### config.mk
export PLATFORM = sky130hd
export DESIGN_NAME = tinyalu_param
export DESIGN_NICKNAME = d
export VERILOG_FILES = /design/src/rtl/tinyalu_param.sv
export SDC_FILE = /design/constraint.sdc
export NUM_CORES = 1
export LEC_CHECK = 0
export CAP_MARGIN = 20
export CORE_UTILIZATION = 40
export DETAILED_ROUTE_END_ITERATION = 10
export PLACE_DENSITY = 0.63
export SLEW_MARGIN = 20
export SYNTH_ARGS = -nofsm -noshare
export SYNTH_HDL_FRONTEND = slang
export SYNTH_SLANG_ARGS = --single-unit
### constraint.sdc
create_clock -name clk -period 4.1 [get_ports clk]
set_input_delay 0.615 -clock clk [delete_from_list [all_inputs] [get_ports clk]]
set_output_delay 0.615 -clock clk [all_outputs]
set_load 0.01 [all_outputs]
### src/rtl/tinyalu_param.sv
// tinyalu_param: parametrised TinyALU with iterative shift-add multiply,
// illegal-opcode flag, operand latching and a saturating command counter.
module tinyalu_param #(
  parameter int WIDTH     = 8,
  parameter int CNT_WIDTH = 16
) (
  input  logic                   clk,
  input  logic                   reset_n,
  input  logic [WIDTH-1:0]       A,
  input  logic [WIDTH-1:0]       B,
  input  logic [2:0]             op,
  input  logic                   start,
  output logic                   done,
  output logic [2*WIDTH-1:0]     result,
  output logic                   err,
  output logic [CNT_WIDTH-1:0]   cmd_count
);

  localparam int SW = (WIDTH > 2) ? $clog2(WIDTH) : 1;
  localparam logic [SW-1:0] LAST = SW'(WIDTH - 1);

  localparam logic [2:0] OP_NOP = 3'b000;
  localparam logic [2:0] OP_ADD = 3'b001;
  localparam logic [2:0] OP_AND = 3'b010;
  localparam logic [2:0] OP_XOR = 3'b011;
  localparam logic [2:0] OP_MUL = 3'b100;

  typedef enum logic [1:0] {
    IDLE,
    EXEC1,
    MUL,
    HOLD
  } state_t;

  state_t state_q, state_d;

  logic [WIDTH-1:0]   a_r, b_r;
  logic [2:0]         op_r;
  logic [2*WIDTH-1:0] acc, mcand, acc_nxt;
  logic [SW-1:0]      step;
  logic [WIDTH:0]     sum;
  logic [2*WIDTH-1:0] exec_res;
  logic               exec_err;
  logic               accept, last, fin;

  assign accept  = (state_q == IDLE) && start && (op != OP_NOP);
  assign last    = (step == LAST);
  assign fin     = (state_q == EXEC1) || ((state_q == MUL) && last);
  assign acc_nxt = acc + (b_r[step] ? mcand : '0);
  assign sum     = {1'b0, a_r} + {1'b0, b_r};

  always_comb begin
    exec_res = '0;
    exec_err = 1'b0;
    unique case (op_r)
      OP_ADD:  exec_res = {{(WIDTH-1){1'b0}}, sum};
      OP_AND:  exec_res = {{WIDTH{1'b0}}, a_r & b_r};
      OP_XOR:  exec_res = {{WIDTH{1'b0}}, a_r ^ b_r};
      OP_NOP,
      OP_MUL:  exec_res = '0;
      default: exec_err = 1'b1;
    endcase
  end

  always_comb begin
    state_d = state_q;
    unique case (state_q)
      IDLE: begin
        if (start && op == OP_MUL)
          state_d = MUL;
        else if (start && op != OP_NOP)
          state_d = EXEC1;
      end
      EXEC1: state_d = HOLD;
      MUL:   if (last) state_d = HOLD;
      HOLD:  if (!start) state_d = IDLE;
    endcase
  end

  always_ff @(posedge clk) begin
    if (!reset_n)
      state_q <= IDLE;
    else
      state_q <= state_d;
  end

  always_ff @(posedge clk) begin
    if (!reset_n) begin
      a_r       <= '0;
      b_r       <= '0;
      op_r      <= '0;
      acc       <= '0;
      mcand     <= '0;
      step      <= '0;
      done      <= 1'b0;
      err       <= 1'b0;
      result    <= '0;
      cmd_count <= '0;
    end else begin
      done <= 1'b0;
      err  <= 1'b0;
      if (accept) begin
        a_r   <= A;
        b_r   <= B;
        op_r  <= op;
        acc   <= '0;
        mcand <= {{WIDTH{1'b0}}, A};
        step  <= '0;
      end
      if (state_q == MUL) begin
        acc   <= acc_nxt;
        mcand <= mcand << 1;
        step  <= step + 1'b1;
      end
      if (fin) begin
        done   <= 1'b1;
        result <= (state_q == MUL) ? acc_nxt : exec_res;
        err    <= (state_q == MUL) ? 1'b0 : exec_err;
        if (cmd_count != '1)
          cmd_count <= cmd_count + 1'b1;
      end
    end
  end

endmodule

==> metrics.txt, run 1 <==
Hold Path Stages=2; worst hold slack=0.4617 ns; metal3 WL=663 µm; clk_lat worst skew=0.35 ns; critical path cell sequence=mux4_2 > mux2i_4 > buf_4 > nor2b_1 > ha_1 > a21o_1 > o21bai_4 > o211ai_2 > a31o_2 > xnor3_1 > a32o_1; reg2reg path depth=11; Inst Count DP=800; Synth area leader=dfxtp_1; initial antenna violation count=0; Least-Margin Pin Slew=0.8975 ns; clk_skew=0.007879 ns; Setup-failing EPs final=0; async set-reset flop share out of synthesis=0; hold_sp=a_r[3]$_SDFFE_PN0P_; #FFs+latches synth=90; Initial Util=0.4091; DRT met1 WL=6144 µm; Post-Layout Cell Count=815; Worst-path clk slew=0.07 ns; deepest clock path buffer count=2; fin nets=694; Worst Path Max Fanout=14; unrepaired setup endpoints after global routing=false; Area contributors post-synth=dfxtp_1, ha_1, nand2_1; PortBufs=55; area share of the largest cell type after synthesis=0.3505; Tcrit/Tclk final=0.8137; WL final=12,590 µm; Critical Path End Type=flip-flop; vias in the first global route=4,228; Slew HR=0.4017; All-Layer GR Usage=0.2022; Antenna Cells=0; most frequent cells after synthesis=nand2_1, dfxtp_1, nor2b_1; Yosys warning count=0; Final min period=3.336 ns; CP startpoint kind=flip-flop; # hold bufs at CTS=0; utilization after layout=0.4889; peak supply drop=329.0 µV; RePlAce Congestion=0.8655; FF-to-FF setup slack=0.76 ns; Post-Syn Area=0.005141 mm²; core area=0.01257 mm²; CP required=4.34 ns; Final Max Tran Viols=0; die width=115.4 µm; EDFF count, synth=0; Seq/Total Area, Yosys=0.3505; average vias per placed instance=5.385; hold worst-path end=a_r[3]$_SDFFE_PN0P_; critical path data arrival time=3.58 ns; Netlist cell types=69; DIE AREA=0.01331 mm²; setup TNS=0 ns; worst min path class=flip-flop to flip-flop; Rows=41; Syn Area/Cell=8.597 µm²; Layout Area Growth over Synthesis=19.52%; ratio of cells with drive above 1 in the final layout=0.06998; final worst slack=0.7640 ns; first-pass GRT wire length=20,650 µm; Post-CTS Setup Bufs=0; Syn Inst Count=598; Place WS=0.7864 ns; ys flop type=dfxtp_1; num ports=56; Final Hold Violating Endpoints=0; Reg2Reg Capture Point=result[15]$_SDFFE_PN0P_; Vias=4,389; largest net degree at the start of global routing=57; Iteration-0 DRC Markers=281; die height=115.4 µm; fmax=299.8 MHz; cts repair resizes=0; Routed Antenna Nets=0; router iterations before antenna repair=5; clock tree from TritonCTS=yes; Residual DRC=0; leakage power=2.447 nW; Clock Sink Count=90; PD cells=465.1 mW/mm²; htree depth=3; CP max stage cell=mux4_2; cts bufs inserted=9; max capacitance violation total=0; status=complete, no violations; grt ovf=0; met2 wire length=5517 µm; clk root buf=clkbuf_16; Syn Nets=653; DR WL/cell=15.45 µm; Worst R2R Start=step[0]$_SDFFE_PN0P_; most frequent cell after synthesis=nand2_1; Post-DP HPWL=9199 µm; max incr delay on CP=0.56 ns; Max Used Layer=met4; worst setup path class=flip-flop to flip-flop
[power by group]
part	leakage, nW	switching, mW	internal, mW
clock network	0.156	0.364	0.534
logic	1.56	0.542	0.335
registers	0.731	0.0985	0.984
[critical path: cells and delay by family, from the launching register on]
family | cells | cell delay, ns
XOR/XNOR | 1 | 0.32
multiplexers | 2 | 0.74
buffers and inverters | 1 | 0.22
flip-flops | 1 | 0.44
AO/OA/AOI/OAI | 5 | 1.09
AND/OR/NAND/NOR | 1 | 0.07
adder cells (fa/ha/maj) | 1 | 0.33
[sequential cells by signal, summed over array words and instances, names as in the netlist]
| signal | count |
|---|---|
| b_r | 8 |
| acc | 16 |
| err | 1 |
| step | 3 |
| done | 1 |
| mcand | 16 |
| state_q | 2 |
| cmd_count | 16 |
| a_r | 8 |
| result | 16 |
| op_r | 3 |
[cell families (layout without fill, tap and decap cells)]
family | Yosys count | count (layout) | share of synthesized area
mux | 13 | 13 | 0.03334
simple gates | 229 | 229 | 0.2190
buf+inv | 44 | 89 | 0.03407
compound gates | 162 | 162 | 0.2312
fa+ha+maj | 33 | 33 | 0.08323
flops | 90 | 90 | 0.3505
xor+xnor | 27 | 27 | 0.04867
[final cells by class]
type,count,area [µm²]
Clock buffer,9,225.2
Clock inverter,6,91.34
Fill cell,1240,6424
Inverter,12,45.04
Multi-Input combinational cell,464,3168
Sequential cell,90,1802
Tap cell,172,215.2
Timing Repair Buffer,62,598.1
[cells in the final DEF (no fill, tap or decap), types with 12 or more instances in the layout]
master	n
and2_1	20
o21ai_0	27
nor2_1	23
a21o_1	12
clkdlybuf4s50_1	54
a21boi_1	24
a21oi_1	16
xor2_1	15
nor2b_1	33
a31oi_1	14
dfxtp_1	90
nand2_1	101
ha_1	31
[worst max-delay path by stage]
stage / start / end / slack (ns) / cells past startpoint
finish: step[0]$_SDFFE_PN0P_ / result[15]$_SDFFE_PN0P_ / 0.76 / 11
global route: step[0]$_SDFFE_PN0P_ / acc[12]$_SDFFE_PN0P_ / 0.59 / 11
CTS: step[0]$_SDFFE_PN0P_ / acc[12]$_SDFFE_PN0P_ / 0.77 / 11
detailed placement: step[0]$_SDFFE_PN0P_ / acc[12]$_SDFFE_PN0P_ / 0.79 / 11
global placement: step[0]$_SDFFE_PN0P_ / result[15]$_SDFFE_PN0P_ / 0.89 / 11
floorplan: step[0]$_SDFFE_PN0P_ / result[12]$_SDFFE_PN0P_ / 0.67 / 12
[layer usage]
layer	GRT usage	up-vias
met5	0	-
li1	-	2204
met2	0.3114	107
met3	0.05535	17
met1	0.2691	2061
met4	0.07619	0
[per-stage QoR]
step / instance area (µm²) / power (mW)
4_1_cts: 6145 / 2.873
3_5_place_dp: 5828 / 1.971
6_report: 6145 / 2.858
2_1_floorplan: 5141 / 1.663
5_1_grt: 6145 / 3.021
3_3_place_gp: 5828 / 1.951
No activity file was read; power rests on OpenSTA's default activity.
==> run 2: changes to the inputs <==
--- a/config.mk
+++ b/config.mk
@@ -8,7 +8,7 @@
 export CAP_MARGIN = 20
 export CORE_UTILIZATION = 40
 export DETAILED_ROUTE_END_ITERATION = 10
-export PLACE_DENSITY = 0.63
+export PLACE_DENSITY = 0.65
 export SLEW_MARGIN = 20
 export SYNTH_ARGS = -nofsm -noshare
 export SYNTH_HDL_FRONTEND = slang
==> constraint.sdc (replaced) <==
create_clock -name clk -period 3 [get_ports clk]
set_input_delay 0.45 -clock clk [delete_from_list [all_inputs] [get_ports clk]]
set_output_delay 0.45 -clock clk [all_outputs]
set_load 0.01 [all_outputs]
==> run 2 against run 1 <==
Against the previous run:
- the run now ends with setup timing left
- flip-flop and latch count stayed put
- routed wire length is 5.7% higher
- via count is 4.1% higher
- register-to-register slack worse by 0.79 ns
- worst setup slack worse by 0.79 ns
- die area stayed put
- critical endpoint unchanged
- clock power is 21% higher
- critical path type unchanged
- combinational power is 51% higher
- clock skew is 0.0012 ns higher
- critical path depth is 1 higher
- total power is 36% higher
==> metrics.txt, run 2 (synthesis gave the netlist of run 1 again) <==
status=finished, violations left; failing checks=setup timing; Tcrit/Tclk final=1.009; deepest clock path buffer count=2; die height=115.4 µm; average vias per placed instance=5.367; num ports=56; hold worst-path end=acc[8]$_SDFFE_PN0P_; Critical Path End Type=flip-flop; Antenna Cells=0; FF-to-FF setup slack=-0.03 ns; grt ovf=0; setup TNS=-0.07444 ns; Routed Antenna Nets=0; max capacitance violation total=0; most frequent cells in the layout=nand2_1, dfxtp_1, clkdlybuf4s50_1; Clock Sink Count=90; Max Used Layer=met4; critical path cell sequence=mux4_2 > mux2i_4 > buf_6 > buf_12 > nor2b_1 > ha_1 > a21o_1 > a211oi_2 > o2bb2ai_1 > a31o_2 > xnor3_1 > a32o_1; ratio of cells with drive above 1 in the final layout=0.1576; RePlAce Congestion=0.9451; fin nets=729; worst min path class=flip-flop to flip-flop; metal3 WL=653 µm; worst hold slack=0.4600 ns; crit path from=step[0]$_SDFFE_PN0P_; core area=0.01257 mm²; die width=115.4 µm; WL final=13,310 µm; critical path data arrival time=3.27 ns; CP required=3.24 ns; clock tree from TritonCTS=yes; Int Pwr=2.491 mW; Post-Layout Cell Count=851; clk_skew=0.009125 ns; Worst-path clk slew=0.06 ns; Post-DP HPWL=9495 µm; Hold Path Stages=2; DRT met1 WL=6506 µm; Final Max Tran Viols=0; Residual DRC=0; clk_lat worst skew=0.35 ns; Setup-failing EPs final=3; # hold bufs at CTS=0; Iteration-0 DRC Markers=273; Slew HR=0.4949; sequential share of power=0.379; worst setup path class=flip-flop to flip-flop; Reg area=0.001805 mm²; clk root buf=clkbuf_16; htree depth=3; DIE AREA=0.01331 mm²; largest net degree at the start of global routing=39; combinational share of power=0.341; All-Layer GR Usage=0.2082; final worst slack=-0.02698 ns; PD cells=590.0 mW/mm²; vias in the first global route=4,280; switching share of power=0.3579; DR WL/cell=15.64 µm; sw power=1.389 mW; unrepaired setup endpoints after global routing=true; fmax=330.4 MHz; Least-Margin Pin Slew=0.7549 ns; leakage power=2.599 nW; first-pass GRT wire length=21,240 µm; Inst Count DP=826; Worst R2R Start=step[0]$_SDFFE_PN0P_; PortBufs=55; Rows=41; # fillers=1,178; met2 wire length=6052 µm; Initial Util=0.4091; clock share of power=0.280; router iterations before antenna repair=4; footprint of the multi-input gates=0.003337 mm²; CP startpoint kind=flip-flop; Vias=4,567; Layout Area Growth over Synthesis=27.91%; cts bufs inserted=9; CP max stage cell=mux4_2; leading cell type in the layout, fill and taps excluded=nand2_1; Final min period=3.027 ns; max incr delay on CP=0.52 ns; reg2reg path depth=12; Final Hold Violating Endpoints=0; Design Power=3.880 mW; Worst Path Max Fanout=8; peak supply drop=498.9 µV; hold_sp=acc[8]$_SDFFE_PN0P_; Reg2Reg Capture Point=result[15]$_SDFFE_PN0P_; initial antenna violation count=0
[run 2: cell types whose count changed in the layout (fill, tap and decap cells not counted), moves of 3 or more]
cell	previous run	this run
buf_6	0	3
ha_1	31	26
nor2b_4	0	3
buf_4	7	38
ha_4	0	3
clkinvlp_4	0	3
nor2b_1	33	29
[run 2: layer usage]
layer / vias to the layer above / track usage
met5: - / 0
met4: 0 / 0.05974
met3: 6 / 0.04639
met2: 118 / 0.3246
met1: 2167 / 0.2873
li1: 2276 / -
[run 2: stage by stage]
step	setup WS [ns]	utilization	area [µm²]
final	-0.02698	0.5232	6576
after global routing	-0.1632	0.5232	6576
after CTS	0.0003864	0.5088	6395
after detailed placement	-0.07107	0.4809	6045
after global placement	0.002120	0.4809	6045
after floorplan	-0.1275	-	5160
[run 2: cell type report]
cell class	instances	share of cell area
multi-input combinational	464	0.5074
sequential	90	0.2745
timing repair buffer	97	0.1345
clock buffer	11	0.03843
tap	172	0.03272
inverter	12	0.006849
clock inverter	5	0.005518
[run 2: worst max-delay path by stage]
stage                                    endpoint  cells after the start
after global placement    result[15]$_SDFFE_PN0P_                     11
after global routing         acc[14]$_SDFFE_PN0P_                     11
after detailed placement  result[15]$_SDFFE_PN0P_                     11
after CTS                 result[15]$_SDFFE_PN0P_                     12
final                     result[15]$_SDFFE_PN0P_                     12
after floorplan           result[12]$_SDFFE_PN0P_                     12
[run 2: critical path: cells and delay by family, from the launching register on]
family	cells	cell delay, ns
AOI/OAI and AO/OA	5	0.94
xor gates and xnor gates	1	0.23
adders and majority gates	1	0.31
buffers and inverters	2	0.30
DFF	1	0.37
muxes	2	0.72
and+or+nand+nor	1	0.04
[run 2: power groups by stage]
stage / logic [mW] / registers (mW) / clock network (mW)
final: 1.32 / 1.47 / 1.09
after global routing: 1.44 / 1.49 / 1.19
after CTS: 1.28 / 1.47 / 1.12
after detailed placement: 1.27 / 1.49 / 0
after global placement: 1.24 / 1.49 / 0
after floorplan: 0.806 / 1.47 / 0
[run 2: what timing repair did]
item                                    CTS  global route
gates resized for setup                   6            25
pin swaps                                 6            21
endpoints found under the setup margin    8            17
buffers inserted                          3             6
